File: config.mk
export PLATFORM = sky130hd
export DESIGN_NAME = verificador_tabuleiro
export DESIGN_NICKNAME = d
export VERILOG_FILES = /design/src/rtl/jogo_pkg.sv /design/src/rtl/compara_linha.sv /design/src/rtl/verificador_tabuleiro.sv
export SDC_FILE = /design/constraint.sdc
export NUM_CORES = 1
export LEC_CHECK = 0
export ABC_AREA = 1
export ABC_CLOCK_PERIOD_IN_PS = 9700
export CELL_PAD_IN_SITES_DETAIL_PLACEMENT = 0
export CELL_PAD_IN_SITES_GLOBAL_PLACEMENT = 1
export CORE_ASPECT_RATIO = 1.1
export CORE_MARGIN = 2
export CORE_UTILIZATION = 35
export DETAILED_ROUTE_END_ITERATION = 7
export GPL_TIMING_DRIVEN = 0
export PLACE_DENSITY_LB_ADDON = 0.2
export RECOVER_POWER = 50
export SYNTH_ARGS = -nofsm -noshare
export SYNTH_HDL_FRONTEND = slang
export SYNTH_SLANG_ARGS = --single-unit
export TNS_END_PERCENT = 1
File: constraint.sdc
create_clock -name clock -period 9.7 [get_ports clock]
set_input_delay 1.94 -clock clock [delete_from_list [all_inputs] [get_ports clock]]
set_output_delay 1.94 -clock clock [all_outputs]
set_load 0.02 [all_outputs]
File: src/rtl/jogo_pkg.sv
// rtl/jogo_pkg.sv - cell/state codes and winning-line table for the board checker
package jogo_pkg;

  typedef enum logic [1:0] {
    VAZIO  = 2'b00,
    X      = 2'b01,
    O      = 2'b10,
    EMPATE = 2'b11
  } celula_t;

  typedef enum logic [3:0] {
    OCIOSO       = 4'd0,
    GRAVA        = 4'd1,
    VARRE_MICRO  = 4'd2,
    AVALIA_MICRO = 4'd3,
    VARRE_MACRO  = 4'd4,
    AVALIA_FIM   = 4'd5,
    PRONTO       = 4'd6
  } estado_t;

  // Three 4-bit cell positions of line 0..7, packed {a, b, c}.
  function automatic logic [11:0] linha_trio(input logic [2:0] linha);
    logic [11:0] trio;
    case (linha)
      3'd0:    trio = {4'd0, 4'd1, 4'd2};
      3'd1:    trio = {4'd3, 4'd4, 4'd5};
      3'd2:    trio = {4'd6, 4'd7, 4'd8};
      3'd3:    trio = {4'd0, 4'd3, 4'd6};
      3'd4:    trio = {4'd1, 4'd4, 4'd7};
      3'd5:    trio = {4'd2, 4'd5, 4'd8};
      3'd6:    trio = {4'd0, 4'd4, 4'd8};
      default: trio = {4'd2, 4'd4, 4'd6};
    endcase
    return trio;
  endfunction

  // Flat cell address macro*9 + micro; only meaningful for indices 0..8.
  function automatic logic [6:0] endereco(input logic [3:0] m, input logic [3:0] c);
    return 7'(m) * 7'd9 + 7'(c);
  endfunction

endpackage

File: src/rtl/compara_linha.sv
// rtl/compara_linha.sv - flags a line whose three cells all hold the given player
module compara_linha
  import jogo_pkg::*;
(
  input  logic [1:0] celula_a,
  input  logic [1:0] celula_b,
  input  logic [1:0] celula_c,
  input  logic       jogador,
  output logic       casa
);

  logic [1:0] alvo;

  assign alvo = jogador ? O : X;
  assign casa = (celula_a == alvo) && (celula_b == alvo) && (celula_c == alvo);

endmodule

File: src/rtl/verificador_tabuleiro.sv
// rtl/verificador_tabuleiro.sv - ultimate tic-tac-toe board store with sequential win/draw scan
module verificador_tabuleiro
  import jogo_pkg::*;
(
  input  logic       clock,
  input  logic       reset,
  input  logic       limpa,
  input  logic       registra,
  input  logic       jogador,
  input  logic [3:0] macro,
  input  logic [3:0] micro,
  output logic       ocupado,
  output logic       verificando,
  output logic       pronto_verif,
  output logic       jogada_invalida,
  output logic       fim_jogo,
  output logic [1:0] vencedor,
  output logic       escolhe_macro,
  output logic [3:0] proximo_macro,
  output logic [3:0] db_estado
);

  estado_t          estado_q, estado_d;
  logic [80:0][1:0] celulas_q, celulas_d;
  logic [8:0][1:0]  status_q, status_d;
  logic             jogador_q, jogador_d;
  logic [3:0]       macro_q, macro_d;
  logic [3:0]       micro_q, micro_d;
  logic [2:0]       linha_q, linha_d;
  logic             vence_micro_q, vence_micro_d;
  logic             vence_macro_q, vence_macro_d;
  logic             invalida_q, invalida_d;
  logic             fim_q, fim_d;
  logic [1:0]       vencedor_q, vencedor_d;
  logic             escolhe_q, escolhe_d;
  logic [3:0]       proximo_q, proximo_d;

  logic [11:0] trio;
  logic [1:0]  cel_a, cel_b, cel_c;
  logic        casa;
  logic [1:0]  cod_jogador;
  logic        micro_cheio, macro_cheio;

  assign cod_jogador = jogador_q ? O : X;
  assign trio        = linha_trio(linha_q);

  // One comparator serves both scans; the operand source follows the state.
  always_comb begin
    if (estado_q == VARRE_MACRO) begin
      cel_a = status_q[trio[11:8]];
      cel_b = status_q[trio[7:4]];
      cel_c = status_q[trio[3:0]];
    end else begin
      cel_a = celulas_q[endereco(macro_q, trio[11:8])];
      cel_b = celulas_q[endereco(macro_q, trio[7:4])];
      cel_c = celulas_q[endereco(macro_q, trio[3:0])];
    end
  end

  compara_linha u_compara_linha (
    .celula_a (cel_a),
    .celula_b (cel_b),
    .celula_c (cel_c),
    .jogador  (jogador_q),
    .casa     (casa)
  );

  always_comb begin
    micro_cheio = 1'b1;
    macro_cheio = 1'b1;
    for (int i = 0; i < 9; i++) begin
      if (celulas_q[endereco(macro_q, 4'(i))] == VAZIO) micro_cheio = 1'b0;
      if (status_q[i] == VAZIO) macro_cheio = 1'b0;
    end
  end

  // Out-of-range indices count as occupied so they can never be written.
  always_comb begin
    ocupado = 1'b1;
    if ((macro <= 4'd8) && (micro <= 4'd8))
      ocupado = (celulas_q[endereco(macro, micro)] != VAZIO) || (status_q[macro] != VAZIO);
  end

  always_comb begin
    estado_d      = estado_q;
    celulas_d     = celulas_q;
    status_d      = status_q;
    jogador_d     = jogador_q;
    macro_d       = macro_q;
    micro_d       = micro_q;
    linha_d       = linha_q;
    vence_micro_d = vence_micro_q;
    vence_macro_d = vence_macro_q;
    invalida_d    = 1'b0;
    fim_d         = fim_q;
    vencedor_d    = vencedor_q;
    escolhe_d     = escolhe_q;
    proximo_d     = proximo_q;

    case (estado_q)
      OCIOSO: begin
        if (registra) begin
          if (ocupado) begin
            invalida_d = 1'b1;
          end else begin
            jogador_d = jogador;
            macro_d   = macro;
            micro_d   = micro;
            estado_d  = GRAVA;
          end
        end
      end
      GRAVA: begin
        celulas_d[endereco(macro_q, micro_q)] = cod_jogador;
        linha_d       = 3'd0;
        vence_micro_d = 1'b0;
        vence_macro_d = 1'b0;
        estado_d      = VARRE_MICRO;
      end
      VARRE_MICRO: begin
        if (casa) vence_micro_d = 1'b1;
        linha_d = linha_q + 3'd1;
        if (linha_q == 3'd7) estado_d = AVALIA_MICRO;
      end
      AVALIA_MICRO: begin
        linha_d = 3'd0;
        if (vence_micro_q) begin
          status_d[macro_q] = cod_jogador;
          estado_d          = VARRE_MACRO;
        end else if (micro_cheio) begin
          status_d[macro_q] = EMPATE;
          estado_d          = VARRE_MACRO;
        end else begin
          estado_d = AVALIA_FIM;
        end
      end
      VARRE_MACRO: begin
        if (casa) vence_macro_d = 1'b1;
        linha_d = linha_q + 3'd1;
        if (linha_q == 3'd7) estado_d = AVALIA_FIM;
      end
      AVALIA_FIM: begin
        if (vence_macro_q) begin
          fim_d      = 1'b1;
          vencedor_d = cod_jogador;
        end else if (macro_cheio) begin
          fim_d      = 1'b1;
          vencedor_d = EMPATE;
        end else begin
          fim_d      = 1'b0;
          vencedor_d = VAZIO;
        end
        proximo_d = micro_q;
        escolhe_d = (status_q[micro_q] != VAZIO);
        estado_d  = PRONTO;
      end
      PRONTO:  estado_d = OCIOSO;
      default: estado_d = OCIOSO;
    endcase

    // Clear overrides everything, including a move strobed in the same cycle.
    if (limpa) begin
      estado_d      = OCIOSO;
      celulas_d     = '0;
      status_d      = '0;
      jogador_d     = 1'b0;
      macro_d       = 4'd0;
      micro_d       = 4'd0;
      linha_d       = 3'd0;
      vence_micro_d = 1'b0;
      vence_macro_d = 1'b0;
      invalida_d    = 1'b0;
      fim_d         = 1'b0;
      vencedor_d    = 2'b00;
      escolhe_d     = 1'b0;
      proximo_d     = 4'd0;
    end
  end

  always_ff @(posedge clock or posedge reset) begin
    if (reset) begin
      estado_q      <= OCIOSO;
      celulas_q     <= '0;
      status_q      <= '0;
      jogador_q     <= 1'b0;
      macro_q       <= 4'd0;
      micro_q       <= 4'd0;
      linha_q       <= 3'd0;
      vence_micro_q <= 1'b0;
      vence_macro_q <= 1'b0;
      invalida_q    <= 1'b0;
      fim_q         <= 1'b0;
      vencedor_q    <= 2'b00;
      escolhe_q     <= 1'b0;
      proximo_q     <= 4'd0;
    end else begin
      estado_q      <= estado_d;
      celulas_q     <= celulas_d;
      status_q      <= status_d;
      jogador_q     <= jogador_d;
      macro_q       <= macro_d;
      micro_q       <= micro_d;
      linha_q       <= linha_d;
      vence_micro_q <= vence_micro_d;
      vence_macro_q <= vence_macro_d;
      invalida_q    <= invalida_d;
      fim_q         <= fim_d;
      vencedor_q    <= vencedor_d;
      escolhe_q     <= escolhe_d;
      proximo_q     <= proximo_d;
    end
  end

  assign verificando     = (estado_q != OCIOSO);
  assign pronto_verif    = (estado_q == PRONTO);
  assign jogada_invalida = invalida_q;
  assign fim_jogo        = fim_q;
  assign vencedor        = vencedor_q;
  assign escolhe_macro   = escolhe_q;
  assign proximo_macro   = proximo_q;
  assign db_estado       = estado_q;

endmodule

# == Word-level counts from Yosys, hierarchy flattened ==
# Cells that the tools add are included.
# word_totals
output_inout_bits,16
word_cells,327
reg_bits,207
# classes
reduce_logical,46
addsub,14
n_lt_le_gt_ge,24
bitwise_logic,1
eq_ne,23
multipliers,2
n_mux,115
# op_table
op,n
$mux W162,2
$bmux W2 S7,13
$bwmux W162,1
$lt A7 B8 Y1 const B,14
$pmux W11 S7,1
$mux W18,4
$mux W4,15
$mux W2,28
$bmux W2 S4,5
$mux W1,38
$logic_not A2 Y1,18
$add A7 B4 Y7,5
$lt A4 B5 Y1 const B,6
$add A7 B3 Y7 const B,4
$pmux W4 S6,1
$bwmux W18,1
$or A18 B18 Y18,1
$reduce_bool A2 Y1,8
$ne A3 B3 Y1 const B,5
$add A7 B2 Y7 const B,2
$demux W2 S7,1
$mul A4 B4 Y7 const B,2
$eq A3 B3 Y1 const B,4
$eq A4 B3 Y1 const B,3
27 further kinds,43

# == Logic depth before layout (Yosys ltp) ==
# Gate-level depths: netlist of the first run.
# depth
ltp_word,17
depth_mapped,29
ltp_nobuf,27

# == By module ==
# Synthesis of the first run repeated with hierarchy kept, for this count alone.
# hier_totals
hier_cells,3941
hier_area_um2,22604.2
# by_module_without_submodules
module,cells_each,area_per_inst_um2,seq_area_each_um2,n_inst
verificador_tabuleiro,3923,22536.6,5154.9,1
compara_linha,18,67.6,0.0,1

# == Worst setup path after synthesis of the first run ==
# No wires, ideal clock.
# synth_path
path_kind,input -> output
startpoint,in macro[1]
endpoint,out ocupado
stages,14
path_buffers,1
arrival_ps,4075
path_slack_ps,3685
cell_sequence,ha_1 -> ha_1 -> inv_1 -> fa_1 -> inv_1 -> clkbuf_1 -> o311ai_0 -> nand3_1 -> nand2_1 -> o21ai_0 -> nand2_1 -> nand2_1 -> nand3_1 -> nand2_1
# synth_between
elab_chain_cells,7
elab_cells_between_ends,12
classes_between,add/sub (1); mul (1); order compare (1); mux (5); reduce/logical (4)
# synth_lines
item,line,rtl
start: declaration,verificador_tabuleiro.sv:10,"input logic [3:0] macro,"
$mul A4 B4 Y7,jogo_pkg.sv:39,return 7'(m) * 7'd9 + 7'(c);
$add A7 B4 Y7,jogo_pkg.sv:39,
$bmux W2 S7,verificador_tabuleiro.sv:81,"ocupado = (celulas_q[endereco(macro, micro)] != VAZIO) || (status_q[macro] != VAZIO);"
$mux W2 (implied by the code),verificador_tabuleiro.sv:81,
$reduce_bool A2 Y1,verificador_tabuleiro.sv:81,
$logic_or A1 B1 Y1,verificador_tabuleiro.sv:81,
$mux W1 *,verificador_tabuleiro.sv:80,if ((macro <= 4'd8) && (micro <= 4'd8))
end: declaration,verificador_tabuleiro.sv:12,"output logic ocupado,"
# Every way passes the cells marked *; elsewhere a longest branch is shown, timed or not. The select of a mux whose other input is x is not followed.

# == Final worst setup path of the first run ==
# Ends and elaborated chain as after synthesis.

==> impl_metrics.yaml, run 1 <==
outcome:
  outcome: "finished with violations"
  violations: "design-rule violations, max-capacitance violations, max-slew violations"
die:
  core.rowCount: 98
  start_util: 0.354
  io_pins: 29
  die_y_um: 273
  core_um2: 65100
  dieWidth_um: 249
  die_area_um2: 67900
global_routing:
  antenna_found_initial: 16
  track_usage: 0.483
  grt_pass1_wl_um: 229000
  grt_max_degree: 118
  overflow: 0
  grt_pass1_vias: 28600
sta:
  setup_viol: 0
  max_freq_mhz: 121
  period_share: 0.853
  min_period_ps: 8270
  grt_setup_unrepaired: "false"
  clock_skew_ps: 22.8
  final.setup.worst_slack_ps: 1430
  hold_viol: 0
  drv_slew: 209
  tightest_slew_ps: 4160
  setup_tns_ps: 0
  max_slew_margin: -1.79
synth:
  syn-cell-area_um2: 23000
  synthTopCellsByArea: "nand2_1 24%, dfrtp_1 22%, nand3_1 15%"
  yosysTopAreaCellShare: 0.241
  ys_seq_area_frac: 0.224
  yosys_register_bits: 206
  avgSynthCellArea_um2: 5.65
  synthCells: 4080
  synth-main-ff-cell: "dfrtp_1"
  synth_top_area_cell: "nand2_1"
  synth_edf_count: 0
  yosysWarnings: 0
  async_reset_ff_frac: 1.00
  yosysUniqueCellTypes: 50
  syn-num-nets: 4144
setup_path:
  crit_required_ps: 7760
  worst_setup_path_end_kind: "primary output"
  worst_path_max_delay_cell: "clkbuf_1"
  arrival_ps: 6330
  crit_fanout: 10
  rrSetupSlack_ps: 3620
  criticalPathCategory: "in -> out"
  critPathMostFrequentCell: "nand2_1"
  reg2reg_from: "macro_q[1]"
  path_cells: "clkdlybuf4s50_1 -> ha_1 -> ha_1 -> inv_2 -> clkbuf_1 -> o21ai_0 -> a31oi_1 -> o311ai_1 -> nand3_1 -> nand2_1 -> nand2_1 -> nand3_1 -> nand2_1 -> clkdlybuf4s50_1"
  r2r_cells: 25
  setup.worst_path.start_class: "input pin"
  reg2reg_to: "status_q[16]"
  slowest_delay_ps: 680
routing:
  drt_iter0_drc: 4688
  wl_met1_um: 63700
  wire_per_inst_um: 33.6
  wirelength_um: 168000
  drc: 1
  firstDrtPassIters: 8
  met2_wirelength_um: 66700
  vias_per_cell: 6.33
  wl_met3_um: 21500
  num_vias: 31800
  final_antenna_net_count: 0
  top_layer_used: "met5"
pwr:
  switching_share: 0.503
  p_comb_frac: 0.499
  p_leak_nw: 11.7
  p_int_w: 0.00195
  powerDensity_nw_per_um2: 155
  pwr-share-seq: 0.231
  ir_drop_mv: 0.135
  p_clk_frac: 0.270
  p_switching_w: 0.00197
worst_hold_path:
  hp-start: "celulas_q[154]"
  hold_end: "celulas_q[154]"
  hold_class: "reg -> reg"
  holdPathStages: 2
clock_tree:
  cts_tree: "yes"
  postCtsHoldBufs: 0
  cts_sinks: 206
  worstSkewPairLatency_ps: 600
  cts_buffers: 27
  clk_path_buf_depth: 3
  ctsResizeCount: 0
  cts_root_buf: "clkbuf_16"
  cts_setup_buffers: 0
  path_clk_slew_ps: 60
  h-tree-depth: 1
job:
  max_cap_violations: 3
placed_design:
  gp_congestion: 1.13
  pre_cts_slack_ps: 1510
  io_buffers: 27
  placed_cell_area_um2: 24400
  place_hpwl_um: 131000
cells_and_area:
  nets: 4203
  design_area_um2: 25300
  drive_gt1_frac: 0.0445
  syn2layout_area_growth_pct: 9.90
Yosys cell counts (all sizes together), types with 2 or more instances:
cell and count:
inv 297, o31ai 11, and2 9, dfrtp 206, o2111ai 2, fa 5, a31oi 11, clkbuf 122
o221ai 2, a21boi 2, ha 46, buf 124, o21a 2, nor2 179, a21oi 195, nand4 29
nand2 1483, nand3b 5, xnor2 7, mux2i 4, nor3 6, nor4 3, o211ai 41, clkinv 6
o21ai 435, or2 20, o22ai 69, o311ai 8, nand3 713, xor2 33
metrics by stage:
step / total power [W] / instances / hold slack [ps] / utilization
after CTS: 0.00382 / 5008 / 493 / 0.389
after floorplan: 0.00204 / 4080 / 453 / -
after detailed placement: 0.00278 / 4958 / 478 / 0.375
final: 0.00391 / 5020 / 491 / 0.389
after global placement: 0.00279 / 4957 / 466 / 0.374
after global routing: 0.00404 / 5012 / 521 / 0.388
final cells by class:
type / instances / area (um2)
sequential: 206 / 5150
inverter: 303 / 1140
buffer: 246 / 1140
antenna: 10 / 25.0
tap: 850 / 1060
clock buffer: 35 / 736
clock inverter: 15 / 159
fill: 7434 / 39800
multi-input combinational: 3325 / 15600
timing repair buffer: 30 / 290
cell families (layout without fill, tap and decap cells):
kind of cell               Yosys count  in the layout  synth area share
adders and majority gates           51             51            0.0293
AOI/OAI and AO/OA                  781            781             0.182
and+or+nand+nor                   2448           2448             0.447
DFF                                206            206             0.224
buffers and inverters              549            629            0.0988
muxes                                4              4           0.00174
xor gates and xnor gates            40             40            0.0167
other                                1             11          0.000163
power by group through the flow:
stage                     sequential [W]  clock [W]  combinational [W]
after floorplan                 0.000906          0            0.00114
after CTS                       0.000903    0.00105            0.00186
after global placement          0.000918          0            0.00187
after detailed placement        0.000918          0            0.00186
after global routing            0.000906    0.00108            0.00205
final                           0.000906    0.00106            0.00195
registers in the layout, indices dropped and copies added, names as in the netlist, 2 cells and up:
register / flops
vencedor: 2
macro_q: 4
db_estado: 3
linha_q: 3
celulas_q: 162
micro_q: 4
proximo_macro: 4
status_q: 18
layout by cell type (no fill, tap or decap), drive strengths merged, types with 2 or more instances in the layout:
cell type,Yosys,final
ha,46,46
dlygate4sd3,0,6
xor2,33,33
nor4,3,3
o31ai,11,11
diode,0,10
inv,297,299
a21boi,2,2
nand3,713,713
o211ai,41,41
a31oi,11,11
or2,20,20
nor3,6,6
clkinvlp,0,4
dfrtp,206,206
o221ai,2,2
a21oi,195,195
o22ai,69,69
o21a,2,2
mux2i,4,4
clkbuf,122,159
nor2,179,179
nand4,29,29
bufinv,0,2
o2111ai,2,2
clkdlybuf4s50,0,21
fa,5,5
clkinv,6,13
nand2,1483,1483
xnor2,7,7
nand3b,5,5
o311ai,8,8
o21ai,435,435
and2,9,9
buf,124,125
critical path: cells and delay by family:
family                   cells  cell delay [ps]
adder cells (fa/ha/maj)      2              680
buffers and inverters        4             2180
AND/OR/NAND/NOR              5              590
AO/OA/AOI/OAI                3              920
layer usage:
metal | track usage | vias to the layer above
li1 | - | 13700
met1 | 0.596 | 15100
met2 | 0.689 | 2322
met3 | 0.157 | 608
met4 | 0.388 | 14
met5 | 0 | -
how the worst max path moves through the flow:
stage          slack, ps      from      endpoint
3_5_place_dp        1510  macro[0]       ocupado
5_1_grt             1040     reset  status_q[17]
4_1_cts             1500  macro[0]       ocupado
2_1_floorplan       2140     reset  celulas_q[0]
6_report            1430  macro[1]       ocupado
3_3_place_gp       -1060     reset   status_q[7]
Note: power is estimated with default switching activity, not from simulation.
==> inputs of run 2 (changes only) <==
--- a/config.mk
+++ b/config.mk
@@ -6,11 +6,10 @@
 export NUM_CORES = 1
 export LEC_CHECK = 0
 export ABC_AREA = 1
-export ABC_CLOCK_PERIOD_IN_PS = 9700
+export ABC_CLOCK_PERIOD_IN_PS = 9000
 export CELL_PAD_IN_SITES_DETAIL_PLACEMENT = 0
 export CELL_PAD_IN_SITES_GLOBAL_PLACEMENT = 1
 export CORE_ASPECT_RATIO = 1.1
-export CORE_MARGIN = 2
 export CORE_UTILIZATION = 35
 export DETAILED_ROUTE_END_ITERATION = 7
 export GPL_TIMING_DRIVEN = 0
==> constraint.sdc (replaced) <==
create_clock -name clock -period 9 [get_ports clock]
set_input_delay 1.8 -clock clock [delete_from_list [all_inputs] [get_ports clock]]
set_output_delay 1.8 -clock clock [all_outputs]
set_load 0.02 [all_outputs]
==> run 2 against run 1 <==
The flow finishes with violations (max-capacitance violations, max-slew violations); core utilization up 0.14 points; count of clock-buffer cells in the layout decreased by 3; die area is 1.5% lower; critical path type unchanged.
==> impl_metrics.yaml, run 2 (synthesis gave the netlist of run 1 again) <==
outcome:
  violations: "max-capacitance violations, max-slew violations"
  outcome: "finished with violations"
sta:
  period_share: 0.901
  final.setup.worst_slack_ps: 893
  max_slew_margin: -2.87
  max_freq_mhz: 123
  hold_viol: 0
  drv_slew: 209
  grt_setup_unrepaired: "false"
  min_period_ps: 8110
  tightest_slew_ps: 5810
  setup_viol: 0
  clock_skew_ps: 16.9
placed_design:
  placed_cell_area_um2: 24400
  io_buffers: 27
  pre_cts_slack_ps: 1210
  place_hpwl_um: 131000
  gp_congestion: 1.16
cells_and_area:
  syn2layout_area_growth_pct: 10.1
  fillers: 7635
  drive_gt1_frac: 0.0457
  largest_register_ffs: 162
  max_flop_register: "celulas_q"
  design_area_um2: 25400
  mostFrequentLayoutCell: "nand2_1"
  nets: 4205
  reg.largest.list: "celulas_q: 162 flops, status_q: 18 flops"
  layout_common_cells: "1478 x nand2_1, 711 x nand3_1, 416 x o21ai_0"
global_routing:
  track_usage: 0.504
  grt_pass1_vias: 29200
  antenna_found_initial: 13
  overflow: 0
  grt_max_degree: 111
  grt_pass1_wl_um: 233000
die:
  dieWidth_um: 247
  die_area_um2: 66800
  die_y_um: 271
  io_pins: 29
  core.rowCount: 98
  core_um2: 65000
  start_util: 0.354
pwr:
  powerDensity_nw_per_um2: 168
  power_w: 0.00426
  ir_drop_mv: 0.149
  p_leak_nw: 11.7
clock_tree:
  postCtsHoldBufs: 0
  cts_buffers: 27
  clk_path_buf_depth: 3
  cts_root_buf: "clkbuf_16"
  worstSkewPairLatency_ps: 620
  path_clk_slew_ps: 60
  cts_tree: "yes"
  h-tree-depth: 1
  cts_sinks: 206
  ctsResizeCount: 0
  cts_setup_buffers: 0
setup_path:
  slowest_delay_ps: 660
  path_buf_inv: 6
  setup.worst_path.start_class: "input pin"
  crit_required_ps: 7200
  worst_setup_path_end_kind: "primary output"
  criticalPathCategory: "in -> out"
  arrival_ps: 6310
  critPathMostFrequentCell: "nand2_1"
  crit_fanout: 10
  worst_path_max_delay_cell: "fa_1"
  path_cells: "clkdlybuf4s50_1 -> ha_1 -> ha_1 -> inv_1 -> fa_1 -> inv_1 -> clkbuf_1 -> o311ai_0 -> nand3_1 -> nand2_1 -> inv_1 -> nand2_1 -> nand2_1 -> nand2_1 -> nand2_1 -> nand3_1 -> nand2_1 -> clkdlybuf4s50_1"
  crit_family: "buffers and inverters"
routing:
  final_antenna_net_count: 0
  firstDrtPassIters: 6
  drc: 0
  drt_iter0_drc: 4775
  wire_per_inst_um: 34.1
  top_layer_used: "met5"
  wl_met3_um: 23800
  wirelength_um: 171000
  vias_per_cell: 6.38
  met2_wirelength_um: 67000
  wl_met1_um: 64200
  num_vias: 32000
worst_hold_path:
  hold_class: "reg -> reg"
job:
  max_cap_violations: 4
## run 2: changes by cell type in the layout (fill, tap and decap cells not counted), moves of 2 or more
cell	delta
inv_6	+2
clkbuf_8	+2
clkbuf_1	-4
clkinv_4	+3
clkinv_2	-2
## run 2: final timing paths
path,from,to,slack [ps],cells past startpoint
worst max-delay path,macro[1],ocupado,890,18
worst min-delay path,celulas_q[146],celulas_q[146],480,2
worst max register to register,macro_q[1],status_q[15],2660,25
worst min register to register,celulas_q[146],celulas_q[146],480,2
max in group asynchronous,reset,status_q[7],1730,3
min in group asynchronous,reset,celulas_q[114],3900,3
## run 2: through the flow
stage / utilization / hold WS (ps) / setup TNS (ps) / std cells
2_1_floorplan: - / 453 / 0 / 4080
3_3_place_gp: 0.375 / 468 / -316150 / 4957
3_5_place_dp: 0.376 / 475 / 0 / 4960
4_1_cts: 0.390 / 490 / 0 / 5010
5_1_grt: 0.390 / 491 / 0 / 5013
6_report: 0.390 / 482 / 0 / 5023
## run 2: worst reg2reg max path: stages, from the launching register on
cell and delay [ps]:
dfrtp_1 890, buf_2 350, inv_1 80, buf_2 200, buf_4 220, buf_2 290
ha_1 700, buf_2 250, buf_2 310, clkbuf_1 670, o21ai_0 210, nand2_1 220
nand2_1 80, nand2_1 80, nand2_1 50, nand3_1 110, nand3b_1 270, nand2_1 150
nand2_1 60, nor2_1 100, nand3_1 310, nand2_4 260, buf_6 190, nand3_2 90
nand2_1 70, nand2_1 50
## run 2: final cells by class
type	count	area [um2]	share of cell area
Buffer	246	1140	0.0449
Sequential cell	206	5150	0.203
Antenna cell	11	27.5	0.00109
Clock inverter	18	170	0.00671
Multi-Input combinational cell	3325	15600	0.616
Clock buffer	32	744	0.0294
Timing Repair Buffer	32	310	0.0122
Tap cell	850	1060	0.0419
Inverter	303	1140	0.0449
## run 2: power breakdown
group	switching (W)	internal (W)	leakage [nW]
registers	0.0000351	0.000941	2.87
logic	0.00162	0.000518	8.39
clock network	0.000518	0.000630	0.443
## run 2: per-layer routing
metal  track usage  vias to the layer above
met5        0.0125                        -
met4         0.380                       10
met3         0.211                      659
met2         0.694                     2408
met1         0.615                    15200
li1              -                    13700
